$ cat src/rtl/ascon_aead128_pkg.sv
// Shared Ascon AEAD-128 types and constants: round value type, counter modes,
// and the permutation sequencer state set.
package ascon_aead128_pkg;

    typedef logic [3:0] round;

    localparam logic P12_MODE = 1'b0;
    localparam logic P8_MODE  = 1'b1;
    localparam logic NO_INCR  = 1'b0;
    localparam logic DO_INCR  = 1'b1;

    localparam round P12_INIT      = 4'h4;
    localparam round P8_INIT       = 4'h8;
    localparam round ROUND_LAST    = 4'hF;
    localparam round P8_ALIGN_LAST = 4'h7;

    localparam int unsigned PERM_LATENCY = 13;

    typedef enum logic [2:0] {
        IDLE,
        ALIGN,
        RUN,
        DONE,
        FLUSH
    } perm_state;

    function automatic round round_init(input logic mode);
        return (mode == P8_MODE) ? P8_INIT : P12_INIT;
    endfunction

endpackage

$ cat src/rtl/permutation_ctrl_if.sv
// Request/round bus between the AEAD FSM (master) and the permutation sequencer (slave).
// The abort signal exists only when PERM_ABORT_EN is defined.
interface permutation_ctrl_if;

    logic                      start;
    logic                      mode;
    logic                      ready;
    logic                      round_en;
    ascon_aead128_pkg::round   rnd;
    logic                      done;
`ifdef PERM_ABORT_EN
    logic                      abort;

    modport master (output start, mode, abort, input ready, round_en, rnd, done);
    modport slave  (input start, mode, abort, output ready, round_en, rnd, done);
`else
    modport master (output start, mode, input ready, round_en, rnd, done);
    modport slave  (input start, mode, output ready, round_en, rnd, done);
`endif

endinterface

$ cat src/rtl/permutation_ctrl_round_counter.sv
// Ascon round counter: steps towards 4'hF and wraps to the mode's initial round.
module round_counter
    import ascon_aead128_pkg::*;
(
    input  logic clk,
    input  logic rst_n,
    input  logic mode_i,
    input  logic incr_i,
    output round rnd_o
);

    round rnd_q, rnd_d;

    always_comb begin
        rnd_d = rnd_q;
        if (incr_i == DO_INCR) begin
            rnd_d = (rnd_q == ROUND_LAST) ? round_init(mode_i) : rnd_q + 4'h1;
        end
    end

    always_ff @(posedge clk or negedge rst_n) begin
        if (!rst_n) begin
            rnd_q <= round_init(mode_i);
        end else begin
            rnd_q <= rnd_d;
        end
    end

    assign rnd_o = rnd_q;

endmodule

$ cat src/rtl/permutation_ctrl.sv
// Constant-time Ascon permutation sequencer: P8 and P12 both take 13 cycles.
// Define PERM_ABORT_EN to add the abort input and the FLUSH state.
module permutation_ctrl
    import ascon_aead128_pkg::*;
(
    input  logic               clk,
    input  logic               rst_n,
    permutation_ctrl_if.slave  perm
);

    perm_state state_q, state_d;
    logic      mode_q, mode_d;
    logic      ready_q, round_en_q, done_q;
    logic      incr;
    round      rnd;

    // Counter always runs the full P12 schedule; P8 skips rounds 4..7 in ALIGN.
    round_counter u_round_counter (
        .clk    (clk),
        .rst_n  (rst_n),
        .mode_i (P12_MODE),
        .incr_i (incr),
        .rnd_o  (rnd)
    );

    always_comb begin
        state_d = state_q;
        mode_d  = mode_q;
        incr    = NO_INCR;
        unique case (state_q)
            IDLE: begin
                if (perm.start) begin
                    mode_d  = perm.mode;
                    state_d = (perm.mode == P8_MODE) ? ALIGN : RUN;
                end
            end
            ALIGN: begin
                incr = DO_INCR;
                if (rnd == P8_ALIGN_LAST) state_d = RUN;
            end
            RUN: begin
                incr = DO_INCR;
                if (rnd == ROUND_LAST) state_d = DONE;
            end
            DONE: state_d = IDLE;
`ifdef PERM_ABORT_EN
            // Spin the counter back to rest, then hold one cycle so the abort path
            // returns to IDLE on the same cycle as a completed permutation.
            FLUSH: begin
                if (rnd == P12_INIT) state_d = IDLE;
                else                 incr    = DO_INCR;
            end
`endif
            default: state_d = IDLE;
        endcase
`ifdef PERM_ABORT_EN
        if (perm.abort && (state_q == ALIGN || state_q == RUN)) state_d = FLUSH;
`endif
    end

    always_ff @(posedge clk or negedge rst_n) begin
        if (!rst_n) begin
            state_q    <= IDLE;
            mode_q     <= P12_MODE;
            ready_q    <= 1'b1;
            round_en_q <= 1'b0;
            done_q     <= 1'b0;
        end else begin
            state_q    <= state_d;
            mode_q     <= mode_d;
            ready_q    <= (state_d == IDLE);
            round_en_q <= (state_d == RUN);
            done_q     <= (state_d == DONE);
        end
    end

    assign perm.ready    = ready_q;
    assign perm.round_en = round_en_q;
    assign perm.rnd      = rnd;
    assign perm.done     = done_q;

    a_idle_at_rest: assert property (@(posedge clk) disable iff (!rst_n)
        (state_q == IDLE) |-> (rnd == P12_INIT));

    a_align_only_p8: assert property (@(posedge clk) disable iff (!rst_n)
        (state_q == ALIGN) |-> (mode_q == P8_MODE));

endmodule
$ cat src/flat_wrapper.sv
// flat-port wrapper written by rule: the top's interface ports become plain ports
module permutation_ctrl_flat import ascon_aead128_pkg::*;
  (clk, rst_n, perm_start, perm_mode, perm_ready, perm_round_en, perm_rnd, perm_done);
  permutation_ctrl_if perm_i ();
  input  logic clk;
  input  logic rst_n;
  input wire logic [$bits(perm_i.start)-1:0] perm_start;
  input wire logic [$bits(perm_i.mode)-1:0] perm_mode;
  output wire logic [$bits(perm_i.ready)-1:0] perm_ready;
  output wire logic [$bits(perm_i.round_en)-1:0] perm_round_en;
  output wire logic [$bits(perm_i.rnd)-1:0] perm_rnd;
  output wire logic [$bits(perm_i.done)-1:0] perm_done;
  assign perm_i.start = perm_start;
  assign perm_i.mode = perm_mode;
  assign perm_ready = perm_i.ready;
  assign perm_round_en = perm_i.round_en;
  assign perm_rnd = perm_i.rnd;
  assign perm_done = perm_i.done;
  permutation_ctrl u_core (.clk(clk), .rst_n(rst_n), .perm(perm_i));
endmodule
$ cat config.mk
export PLATFORM = sky130hd
export DESIGN_NAME = permutation_ctrl_flat
export DESIGN_NICKNAME = d
export VERILOG_FILES = /design/src/rtl/ascon_aead128_pkg.sv /design/src/rtl/permutation_ctrl_if.sv /design/src/rtl/permutation_ctrl_round_counter.sv /design/src/rtl/permutation_ctrl.sv /design/src/flat_wrapper.sv
export SDC_FILE = /design/constraint.sdc
export NUM_CORES = 1
export LEC_CHECK = 0
export CORE_AREA = 3 3 40 42
export CTS_BUF_LIST = sky130_fd_sc_hd__clkbuf_2
export DETAILED_ROUTE_END_ITERATION = 7
export DIE_AREA = 0 0 43 45
export DONT_BUFFER_PORTS = 1
export PLACE_DENSITY = 0.65
export SYNTH_ARGS = -nofsm -noshare
export SYNTH_HDL_FRONTEND = slang
export SYNTH_SLANG_ARGS = --single-unit
export TNS_END_PERCENT = 30
$ cat constraint.sdc
create_clock -name clk -period 2.4 [get_ports clk]
set_input_delay 0.72 -clock clk [delete_from_list [all_inputs] [get_ports clk]]
set_output_delay 0.72 -clock clk [all_outputs]
set_load 0.05 [all_outputs]
# Word-level counts from Yosys, hierarchy flattened
# Cells that the tools add are included.
dict set report word_totals {
  out_inout_bits 7
  register_bits 10
  inputBits 4
}
dict set report classes {
  n_reduce_logical 3
  mux 7
  eq_ne 6
  add_sub_neg 1
}
# cell n
set op_table {}
lappend op_table {{== test 3 x 2 -> 1 bit, second input constant} 3}
lappend op_table {{2-to-1 mux 3 bit} 3}
lappend op_table {{one-hot mux 3 bit (3 select lines)} 1}
lappend op_table {{zero test 3 bit} 2}
lappend op_table {{adder 4 x 1 -> 4 bit, second input constant} 1}
lappend op_table {{== test 4 x 3 -> 1 bit, second input constant} 1}
lappend op_table {{== test 4 bit, second input constant} 1}
lappend op_table {{2-to-1 mux 4 bit} 1}
lappend op_table {{== test 3 x 1 -> 1 bit, second input constant} 1}
lappend op_table {{2-to-1 mux 2 bit} 1}
lappend op_table {{OR reduction 2 bit} 1}
lappend op_table {{2-to-1 mux 1 bit} 1}

# Depth between registers and ports, before layout
dict set report depth {
  depth_word 4
  mapped_depth 4
}

# Least setup slack after synthesis
# No wires, ideal clock.
dict set report synth_path {
  path_kind {register to register}
  start {reg u_core.u_round_counter.rnd_q[0], in the netlist u_core.u_round_counter.rnd_o[0]}
  end {reg u_core.state_q[1]}
  setup_time_ns 0.077
  synth_period_minus_slack_ns 1.640
  stages_incl_launch_ff 5
  path_slack_ns 0.760
  arrival_ns 1.563
  path_buffers 0
  cell_sequence {dfrtp_1 -> ha_1 -> nand2_1 -> or3b_1 -> a21oi_1}
}
dict set report synth_via {
  elab_chain_cells 3
  word_cells_on_any_way 5
  classes_between {2 x eq/ne; 3 x mux}
}
# element line_no
set synth_rtl {}
lappend synth_rtl {{from (decl)} permutation_ctrl_round_counter.sv:12} ;# round rnd_q, rnd_d;
lappend synth_rtl {{from (signal assigned)} permutation_ctrl_round_counter.sv:23} ;# rnd_q <= round_init(mode_i);
lappend synth_rtl {{from (signal assigned)} permutation_ctrl_round_counter.sv:25} ;# rnd_q <= rnd_d;
lappend synth_rtl {{== test 4 bit / == test 4 x 3 -> 1 bit (equally long branches)} {permutation_ctrl.sv:43, permutation_ctrl.sv:39}}
lappend synth_rtl {{2-to-1 mux 3 bit, on equally long branches} {permutation_ctrl.sv:43, permutation_ctrl.sv:39}}
lappend synth_rtl {{one-hot mux 3 bit (3 select lines) *} permutation_ctrl.sv:30} ;# unique case (state_q)
lappend synth_rtl {{via u_core.state_d[1]} permutation_ctrl.sv:11} ;# perm_state state_q, state_d;
lappend synth_rtl {{to (signal assigned)} permutation_ctrl.sv:69} ;# state_q <= state_d;
lappend synth_rtl {{to (decl)} permutation_ctrl.sv:11}
# Mark *: on every way through the listed nets, which the timed path passes. The rest lies on a longest branch.
# A chain may end at the register's enable or synchronous reset.

# Worst setup path after layout
# Same ends and word-level chain as after synthesis.

==> results.txt <==
Status: finished, final reports clean
Crit path capture type: flop
Chip Width: 43 microns
Reg2reg setup slack: 520 ps
Pre-antenna DRT Iters: 2
Sequential fraction of the synthesis area: 0.457
Worst-case clock buffer depth: 2
Synthesized area per cell: 12.0 sq um
Max-cap violations: 0
Root buffer cell: clkbuf_2
Antenna violations before repair: 0
Fin Setup TNS: 0 ps
Post-synthesis sequential element count: 10
First-pass GRT wire length: 1.89 mm
Core area: 1280 sq um
Routed Wire Length: 1.04 mm
RSZ-0062 raised after global routing: false
Final worst path period share: 0.782
Post_cts resized: 0
Yosys warning count: 0
Die height: 45 microns
Relative slew margins: 0.558
Routed Antenna Nets: 0
Layout cells sized above 1: 0.283
Hold_ws: 143 ps
Number of nets in the layout: 52
FF/Latch Area: 253 sq um
Post-Syn Area: 553 sq um
Hold-fix buffers, CTS: 0
Vias in the first global route: 436
Worst-Margin Slew: 663 ps
Final Instance Area: 559 sq um
Clk pin slew, worst setup/hold paths: 110 ps
Mapped Cells: 46
P per Cell Area: 1280 nW/um^2
Leakage: 0.225 nW
Area grow syn2layout: 1.13%
Drt first-iter violations: 1
Final Hold Viols: 0
Num CTS Buffers: 3
Hold WC Path Type: in -> async
DRC Markers: 0
Power after layout: 0.718 mW
GRT Overall Usage: 0.132
Final min period: 1880 ps
Clk_skew: 7.99 ps
H-tree depth: 1
CTS tree: yes
DR vias/cell: 6.08
Startpoint Class: flop
Fillers: 127
GRT overflow: 0
Std cell rows: 13
Arr. time, crit path: 2050 ps
Final count of negative-setup-slack endpoints: 0
Buffers on Ports: 0
Worst r2r path cells: 4
Pin count of the biggest net entering global routing: 11
Dpl ws: 559 ps
Worst EP required: 2580 ps
Dpl cell area: 541 sq um
Clk_lat worst skew: 250 ps
Routed WL per cell: 17.0 microns
Final WS setup: 524 ps
Initial Util: 0.430
Most frequent cells in the layout: 8 x dfrtp_1, 3 x a21oi_1, 3 x a31oi_1, 3 x clkbuf_2
Postcts setup bufs: 0
Worst reg2reg path endpoint: u_core.state_q[1]
Max VDD drop: 0.716 mV
F_max: 533 MHz
TritonCTS Sinks: 10
N_diodes: 0
Most common cell after layout, fill and taps aside: dfrtp_1
RePlAce Congestion: 0.736
DIE AREA: 1940 sq um
Max-slew violation count: 0
Crit Path Max Fanout: 7
DR vias: 371
Multi-input logic area: 269 sq um
Worst r2r src: u_core.u_round_counter.rnd_o[0]
HPWL after DPL: 750 microns
Crit Path Class: reg -> reg
Syn nets: 51
Yosys cell types: 30
Ports: 11
==> sequential cells by signal, summed over array words and instances, names as in the netlist <==
name	flops
u_core.state_q	3
u_core.perm.ready	1
u_core.u_round_counter.rnd_o	4
u_core.perm.done	1
u_core.perm.round_en	1
==> kinds of logic (layout without fill, tap and decap cells) <==
kind of cell               count (synthesis)  after routing  share of synthesized area
AOI/OAI and AO/OA                         14             14                      0.183
and+or+nand+nor                           12             12                      0.183
DFF                                       10             10                      0.457
buffers and inverters                      4              4                     0.0565
muxes                                      3              3                     0.0611
adders and majority gates                  1              1                     0.0226
other                                      1              1                    0.00678
xor gates and xnor gates                   1              1                     0.0294
==> routing by layer <==
| layer | GRT usage | share of wire | up-vias |
|---|---|---|---|
| met4 | 0.0783 | 0.0048 | 0 |
| met1 | 0.135 | 0.38 | 191 |
| met5 | 0 | 0 | - |
| met2 | 0.237 | 0.55 | 10 |
| met3 | 0.0438 | 0.066 | 2 |
| li1 | - | - | 168 |
==> worst max-delay path by stage <==
| stage | to | startpoint | cells after the start | slack [ps] |
|---|---|---|---|---|
| 6_report | u_core.state_q[1] | u_core.u_round_counter.rnd_o[0] | 4 | 520 |
| 5_1_grt | u_core.state_q[1] | u_core.u_round_counter.rnd_o[0] | 4 | 350 |
| 4_1_cts | u_core.state_q[1] | u_core.u_round_counter.rnd_o[0] | 4 | 510 |
| 3_5_place_dp | u_core.state_q[1] | u_core.u_round_counter.rnd_o[0] | 4 | 560 |
| 3_3_place_gp | u_core.state_q[1] | u_core.u_round_counter.rnd_o[0] | 4 | 640 |
| 2_1_floorplan | u_core.state_q[1] | u_core.u_round_counter.rnd_o[0] | 4 | 760 |
==> stage by stage <==
stage,instances,utilization
after floorplan,46,-
final,61,0.435
after detailed placement,57,0.421
after global placement,57,0.421
after global routing,61,0.435
after CTS,61,0.435
==> critical path, cell delays in order (launching register included) <==
cell and delay (ps):
dfrtp_1 730, ha_1 390, nand2_1 150, or3b_1 390, a21oi_1 140
==> final cells by class <==
cell class,instances,share of cell area
tap,15,0.0336
clock inverter,1,0.00671
clock buffer,3,0.0268
sequential,10,0.452
multi-input combinational,32,0.481
==> synth_stat cells <==
library cell / instances / share of area
dfrtp_1: 8 / 0.36
a21oi_1: 3 / 0.027
a31oi_1: 3 / 0.034
buf_4: 2 / 0.027
dfstp_2: 2 / 0.095
mux2_1: 2 / 0.041
nand2b_1: 2 / 0.023
o32ai_1: 2 / 0.032
a21o_1: 1 / 0.014
a31o_2: 1 / 0.016
a41oi_1: 1 / 0.016
and2b_2: 1 / 0.016
and3b_2: 1 / 0.018
buf_6: 1 / 0.020
clkbuf_2: 1 / 0.0090
conb_1: 1 / 0.0068
ha_1: 1 / 0.023
mux2_2: 1 / 0.020
nand2_1: 1 / 0.0068
nand4b_1: 1 / 0.016
nor2_2: 1 / 0.011
nor2b_1: 1 / 0.011
nor2b_4: 1 / 0.025
nor3b_2: 1 / 0.023
nor4bb_1: 1 / 0.018
o21ba_1: 1 / 0.018
o21bai_1: 1 / 0.014
o31ai_1: 1 / 0.014
or3b_1: 1 / 0.016
xnor2_2: 1 / 0.029
==> power breakdown <==
part / internal (mW) / total [mW] / switching (mW)
logic: 0.0962 / 0.166 / 0.0694
registers: 0.222 / 0.456 / 0.234
clock network: 0.0362 / 0.0963 / 0.0601
total: 0.354 / 0.718 / 0.364
Note: power is estimated with default switching activity, not from simulation.
